File: src/rtl/matmul_pkg.sv
// Shared types and helpers for the matrix multiplier datapath.
// State encodings, default widths and index range check.
package matmul_pkg;

  localparam int DATA_W_DEF = 32;

  localparam logic S_CAPTURE = 1'b0;
  localparam logic S_DRAIN   = 1'b1;

  function automatic logic idx_in_range(
    input int i,
    input int j,
    input int m
  );
    return (i < m) && (j < m);
  endfunction

endpackage

File: src/rtl/result_buffer.sv
// M x M register file holding the product matrix C.
// One sync write port with clear-all, one comb read port.
module result_buffer
  import matmul_pkg::*;
#(
  parameter int M      = 4,
  parameter int AW     = 2,
  parameter int DATA_W = DATA_W_DEF
) (
  input  logic              clk,
  input  logic              rst_n,
  input  logic              clr,
  input  logic              we,
  input  logic [AW-1:0]     wr_r,
  input  logic [AW-1:0]     wr_c,
  input  logic [DATA_W-1:0] wdata,
  input  logic [AW-1:0]     rd_r,
  input  logic [AW-1:0]     rd_c,
  output logic [DATA_W-1:0] rdata
);

  logic [DATA_W-1:0] mem [M][M];

  // clear first so a same-edge write lands on the cleared array
  always_ff @(posedge clk) begin
    if (!rst_n || clr) begin
      for (int i = 0; i < M; i++) begin
        for (int j = 0; j < M; j++) begin
          mem[i][j] <= '0;
        end
      end
    end
    if (rst_n && we) begin
      mem[wr_r][wr_c] <= wdata;
    end
  end

  assign rdata = mem[rd_r][rd_c];

endmodule

File: src/rtl/matrix_result_collector.sv
// Collects multiplier results into C and streams it row-major.
// Option COLLECTOR_COVERAGE_EN flags unwritten entries at drain.
module matrix_result_collector
  import matmul_pkg::*;
#(
  parameter int M      = 4,
  parameter int IDX_W  = 5,
  parameter int DATA_W = DATA_W_DEF
) (
  input  logic              clk,
  input  logic              rst_n,
  input  logic              start,
  input  logic [DATA_W-1:0] z_out,
  input  logic [IDX_W-1:0]  z_i,
  input  logic [IDX_W-1:0]  z_j,
  input  logic              z_stb,
  output logic              z_ack,
  input  logic              mm_done,
  output logic [DATA_W-1:0] m_data,
  output logic              m_valid,
  input  logic              m_ready,
  output logic              m_last,
  output logic              busy,
  output logic              err
);

  localparam int AW = $clog2(M);
  localparam logic [AW-1:0] LAST = AW'(M - 1);

  logic              state;
  logic              pend;
  logic [AW-1:0]     r;
  logic [AW-1:0]     c;
  logic [AW-1:0]     nr;
  logic [AW-1:0]     nc;
  logic [AW-1:0]     rd_r;
  logic [AW-1:0]     rd_c;
  logic [DATA_W-1:0] rdata;
  logic              fire;
  logic              in_rng;
  logic              we;
  logic              clr;
  logic              go;
  logic              hs;
  logic              cov_hole;

  assign fire   = (state == S_CAPTURE) && z_stb && !z_ack;
  assign in_rng = idx_in_range(int'(z_i), int'(z_j), M);
  assign we     = fire && in_rng;
  assign clr    = (state == S_CAPTURE) && start;
  assign go     = (state == S_CAPTURE) && pend && !start
                  && !fire && !z_ack;
  assign hs     = (state == S_DRAIN) && m_valid && m_ready;

  // next drain position: column wraps into the next row
  always_comb begin
    nc = c + 1'b1;
    nr = r;
    if (c == LAST) begin
      nc = '0;
      nr = r + 1'b1;
    end
  end

  assign rd_r = (state == S_DRAIN) ? nr : '0;
  assign rd_c = (state == S_DRAIN) ? nc : '0;

  result_buffer #(
    .M      (M),
    .AW     (AW),
    .DATA_W (DATA_W)
  ) u_buf (
    .clk   (clk),
    .rst_n (rst_n),
    .clr   (clr),
    .we    (we),
    .wr_r  (z_i[AW-1:0]),
    .wr_c  (z_j[AW-1:0]),
    .wdata (z_out),
    .rd_r  (rd_r),
    .rd_c  (rd_c),
    .rdata (rdata)
  );

`ifdef COLLECTOR_COVERAGE_EN
  logic [M-1:0][M-1:0] wr_bits;

  // track which entries received at least one write
  always_ff @(posedge clk) begin
    if (!rst_n) begin
      wr_bits <= '0;
    end else begin
      if (clr) wr_bits <= '0;
      if (we) wr_bits[z_i[AW-1:0]][z_j[AW-1:0]] <= 1'b1;
    end
  end

  assign cov_hole = ~&wr_bits;
`else
  assign cov_hole = 1'b0;
`endif

  // capture/drain FSM with write handshake and stream port
  always_ff @(posedge clk) begin
    if (!rst_n) begin
      state   <= S_CAPTURE;
      pend    <= 1'b0;
      z_ack   <= 1'b0;
      m_valid <= 1'b0;
      m_last  <= 1'b0;
      m_data  <= '0;
      busy    <= 1'b0;
      err     <= 1'b0;
      r       <= '0;
      c       <= '0;
    end else begin
      z_ack <= 1'b0;
      case (state)
        S_CAPTURE: begin
          if (start) begin
            err  <= 1'b0;
            pend <= 1'b0;
          end
          if (mm_done) pend <= 1'b1;
          if (fire) begin
            z_ack <= 1'b1;
            if (!in_rng) err <= 1'b1;
          end
          if (go) begin
            state   <= S_DRAIN;
            r       <= '0;
            c       <= '0;
            m_valid <= 1'b1;
            m_data  <= rdata;
            m_last  <= 1'b0;
            busy    <= 1'b1;
            if (cov_hole) err <= 1'b1;
          end
        end
        S_DRAIN: begin
          if (hs) begin
            if (m_last) begin
              m_valid <= 1'b0;
              m_last  <= 1'b0;
              busy    <= 1'b0;
              pend    <= 1'b0;
              state   <= S_CAPTURE;
            end else begin
              r      <= nr;
              c      <= nc;
              m_data <= rdata;
              m_last <= (nr == LAST) && (nc == LAST);
            end
          end
        end
        default: state <= S_CAPTURE;
      endcase
    end
  end

endmodule

File: config.mk
export PLATFORM = sky130hd
export DESIGN_NAME = matrix_result_collector
export DESIGN_NICKNAME = d
export VERILOG_FILES = /design/src/rtl/matmul_pkg.sv /design/src/rtl/result_buffer.sv /design/src/rtl/matrix_result_collector.sv
export SDC_FILE = /design/constraint.sdc
export NUM_CORES = 1
export LEC_CHECK = 0
export ABC_AREA = 1
export BUFFER_PORTS_ARGS = -buffer_cell sky130_fd_sc_hd__buf_4
export CAP_MARGIN = 30
export CORE_MARGIN = 8
export CORE_UTILIZATION = 29
export CTS_CLUSTER_DIAMETER = 100
export DETAILED_ROUTE_END_ITERATION = 6
export GPL_ROUTABILITY_DRIVEN = 1
export PLACE_DENSITY = 0.41
export SETUP_SLACK_MARGIN = 0.05
export SLEW_MARGIN = 30
export SYNTH_ARGS = -nofsm -noshare
export SYNTH_HDL_FRONTEND = slang
export SYNTH_SLANG_ARGS = --single-unit
File: constraint.sdc
create_clock -name clk -period 2.78 [get_ports clk]
set_input_delay 0.139 -clock clk [delete_from_list [all_inputs] [get_ports clk]]
set_output_delay 0.139 -clock clk [all_outputs]
set_load 0.01 [all_outputs]
# Word level (Yosys, flattened, before mapping)
# Memory sizes are Yosys's and may differ from the RTL's.
# Index checks and enable logic that the tools add are counted.
# classes
add_sub_neg	2
order_cmp	5
n_eq_ne	8
muxes	43
bitwise_logic	4
reduce_logical	24
# op_table
operator	count
$mux 32	6
$mux 128	1
$bmux 32 s2	1
$demux 32 s2	1
$pmux 32 s2	1
$mux 1	18
$mux 2	9
$logic_and 1x1->1	14
$lt 5x3->1 const B	2
$reduce_and 3->1	3
$pmux 1 s2	4
$pmux 2 s2	2
$eq 2x2->1 const B	3
$ge 3x3->1 const B	2
$ne 2x2->1 const B	3
$not 2->3	2
$add 2x1->2 const B	2
$logic_not 1->1	4
$lt 3x1->1 const B	1
$ne 3x3->1 const B	1
$ne 2x1->1 const B	1
$not 1->1	2
$reduce_and 2->1	1
$reduce_or 2->1	1
$logic_or 1x1->1	1
# totals
register_bits	42
ramBits	512
inputBits	48
wordCells	96
n_memories	1
# mem_list
memory	words	width	read_ports	rd_ports_with_merged_regs	write_ports	line_no	source
u_buf.mem	4	128	1	0	5	result_buffer.sv:22	logic [DATA_W-1:0] mem [M][M];

# Depth between registers and ports, before layout
# logic_depth
ltp_word	10
mapped_depth	14

# Cells and area by module
# Synthesis repeated with hierarchy kept, for this count alone.
# unflattened
hier_cells	2956
hier_area_um2	26743.1
# by_module_without_submodules
module	n_inst	cells_each	area_each_um2	seq_area_each_um2
result_buffer	1	2734	24672.4	15374.7
matrix_result_collector	1	222	2070.7	840.8

# Worst setup path after synthesis
# Ideal clock, no wire load.
# synth_path
path_kind	register to register
start	register state
end	memory u_buf.mem[2][100] in the netlist's numbering (enable)
t_arrival_ns	2.158
t_required_ns	2.391
setup_slack_ns	0.232
stages_incl_launch_ff	12
path_cell_list	dfxtp_1 -> buf_6 -> inv_4 -> nand2_1 -> nor2_1 -> nand2_1 -> inv_2 -> nand2_4 -> nor3_4 -> nand2_4 -> buf_6 -> nand2_1
# synth_rtl
element	line_no	source
start, declared	matrix_result_collector.sv:30	logic state;
start signal, assigned	matrix_result_collector.sv:106	state <= S_CAPTURE;
start signal, assigned	matrix_result_collector.sv:130	state <= S_DRAIN;
start signal, assigned	matrix_result_collector.sv:147	state <= S_CAPTURE;
end, declared	result_buffer.sv:22	

==> flow_summary.yaml <==
timing:
  drv_slew: 0
  worst_pin_slew_ns: 0.9151
  max_freq_mhz: 386.3
  rsz0062_at_grt: "yes"
  slew_headroom_pct: 38.92
  hold_viol_final: 0
  min_period_over_period_pct: 93.11
  setup_viol: 0
  setup_tns_ns: 0
  final.min_clock_period_ns: 2.588
  fin_skew_ns: 0.01880
  whs_ns: 0.06517
setup_path:
  path_max_fanout: 16
  critPathCaptureType: "flop"
  cp.arrival_ns: 2.85
  crit_path_end: "u_buf.mem[3][31]"
  cp-start-kind: "input pin"
  crit_required_ns: 3.05
  r2r_end: "m_data[14]"
  crit_start: "z_j[2]"
  rrSetupSlack_ns: 0.32
  r2r_start: "c[0]"
  worstSetupPathType: "in2reg"
  ff2ff_path_depth: 9
route:
  drtAntennaViolNets: 0
  dr.pass1.iters: 5
  drc: 0
  via_per_inst: 4.812
  dr.first_iter.drc_count: 1148
  wire_per_inst_um: 22.51
  routed_wl_um: 88680
  via_count: 18960
floorplan:
  boundaryPins: 85
  dieArea_um2: 100100
  fp.coreArea_um2: 89740
  fp.dieH_um: 316.3
  rows: 110
  die_w_um: 316.3
  start_util_pct: 29.15
synthesis:
  ys_warn_count: 0
  syn_inst: 2658
  yosys_register_bits: 554
  synth-xor-area-share_pct: 0
  async_flop_share_pct: 0
  synth_fa_ha_area_share_pct: 0.09566
  yosys.area_share.simple_pct: 22.78
  synthMuxAreaShare_pct: 0
  postSynthNetCount: 2708
  ys_types: 26
  yosys-top-cells-count: "nor2_1, edfxtp_1, nand2_1, inv_1, nand3_1"
  yosysTopAreaCell: "edfxtp_1"
  synthMostInstantiatedCell: "nor2_1"
  post-synth-top-area-fraction_pct: 58.77
  postSynthAreaPerCell_um2: 9.842
  synth_compound_area_share_pct: 5.759
  synth_flop_cell: "edfxtp_1"
  ys_seq_area_share_pct: 61.99
  synth_area_um2: 26160
  synth_edf_count: 512
  yosys-top-cells-area: "edfxtp_1, nor2_1, nand2_1"
  synth_top_family_by_area: "simple AND/OR/NAND/NOR gates"
clocking:
  cts.path.max_buffers: 3
  clk_latency_ns: 0.60
  clock-root-buffer: "clkbuf_16"
  cts_max_level: 3
  cts_tree: "built"
  cts_sinks: 554
  post_cts_resized: 0
  numCtsBuffers: 68
  clk_pin_slew_ns: 0.06
layout:
  syn_to_final_growth_pct: 15.86
  utilization_pct: 33.77
  fin_nets: 2760
  fin_cells: 3939
  drive_gt1_share_pct: 16.21
  diodes: 0
run_status:
  status: "finished clean"
placed_design:
  dp_cells: 3804
  place.gp.congestion: 0.7742
  dp_hpwl_um: 50600
  port_buffers: 84
pwr:
  p_leak_uw: 0.01303
  powerDensity_nw_per_um2: 641.9
  vdd_drop_max_mv: 0.4104
global_routing:
  grt_pass1_wl_um: 130500
  grt_util_all_layers_pct: 17.58
  antenna_found_initial: 0
  grt_pass1_vias: 19090
  grt_max_degree: 101
  grt-ovfl-total: 0
worst_hold_path:
  min_path_type: "in2reg"
job:
  max_cap_viol_count: 0
## area by class of cell
type / instances / area (um^2)
inverter: 330 / 1241
tap: 1176 / 1471
timing repair buffer: 181 / 1672
multi-input combinational: 1575 / 7576
sequential: 554 / 16220
clock buffer: 99 / 1954
clock inverter: 24 / 177.7
fill: 9185 / 59430
## worst min-delay path by stage
| stage | start | endpoint | slack, ns | depth (start not counted) |
|---|---|---|---|---|
| finish | start | m_last | 0.07 | 6 |
| global route | start | m_last | 0.09 | 6 |
| CTS | start | m_last | 0.02 | 6 |
| floorplan | mm_done | pend | 0.28 | 2 |
| detailed placement | mm_done | pend | 0.38 | 3 |
| global placement | mm_done | pend | 0.38 | 3 |
## per-stage QoR
step                      instance area [um^2]  total power [uW]  setup WS (ns)
after floorplan                          26160             10370         0.2322
after CTS                                30290             19700         0.1830
after global routing                     30310             20110        0.03296
final                                    30310             19450         0.1916
after detailed placement                 28060             10960         0.2702
after global placement                   28060             10950         0.2613
## state kept, by name, indices dropped and copies added, names as in the netlist, 2 cells and up
register and cells:
u_buf.mem 512, m_data 32, c 2, r 2
## critical path: stages
cell and delay, ns:
dlygate4sd3_1 0.53, buf_4 0.13, nor4_1 0.14, dlygate4sd3_1 0.57, and2_1 0.19, nand2_4 0.15, nor3_4 0.21, buf_4 0.20
nand2_4 0.05, nand2_2 0.18, buf_4 0.34
## power by group
part | switching [uW] | leakage, uW | internal (uW)
logic | 834 | 0.00599 | 321
clock network | 3550 | 0.00104 | 5140
registers | 126 | 0.00600 | 9490
## logic make-up after synthesis
family	after synthesis
adders and majority gates	2
AOI/OAI and AO/OA	230
and+or+nand+nor	1343
buffers and inverters	529
DFF	554
## cells in the final DEF, fill, tap and decap left out, types with 3 or more instances in the layout
cell type,count
dlygate4sd3_1,10
buf_4,148
clkinv_1,16
nor2_1,566
a21oi_1,31
bufinv_16,3
clkinv_2,7
nand2_1,335
dfxtp_1,42
nor2_4,3
nor3_4,4
clkbuf_8,3
nand2_4,17
nor2_2,141
edfxtp_1,512
buf_12,23
clkbuf_16,73
nand2_2,16
o21ai_0,56
nand4_1,42
inv_1,321
clkbuf_1,23
o211ai_1,141
inv_2,6
nand3_1,214
## metal layers
metal | track usage, % | vias up | routed length (um)
met1 | 23.08 | 9518 | 39590
li1 | - | 8857 | -
met3 | 2.085 | 134 | 3444
met4 | 5.339 | 0 | 2413
met5 | 0 | - | 0
met2 | 30.26 | 447 | 43230
## timing repair
action	in CTS	in global routing
buffers inserted	0	2
hold buffers	10	0
hold endpoints to repair	9	0
setup endpoints to repair	0	29
Note: power is estimated with default switching activity, not from simulation.
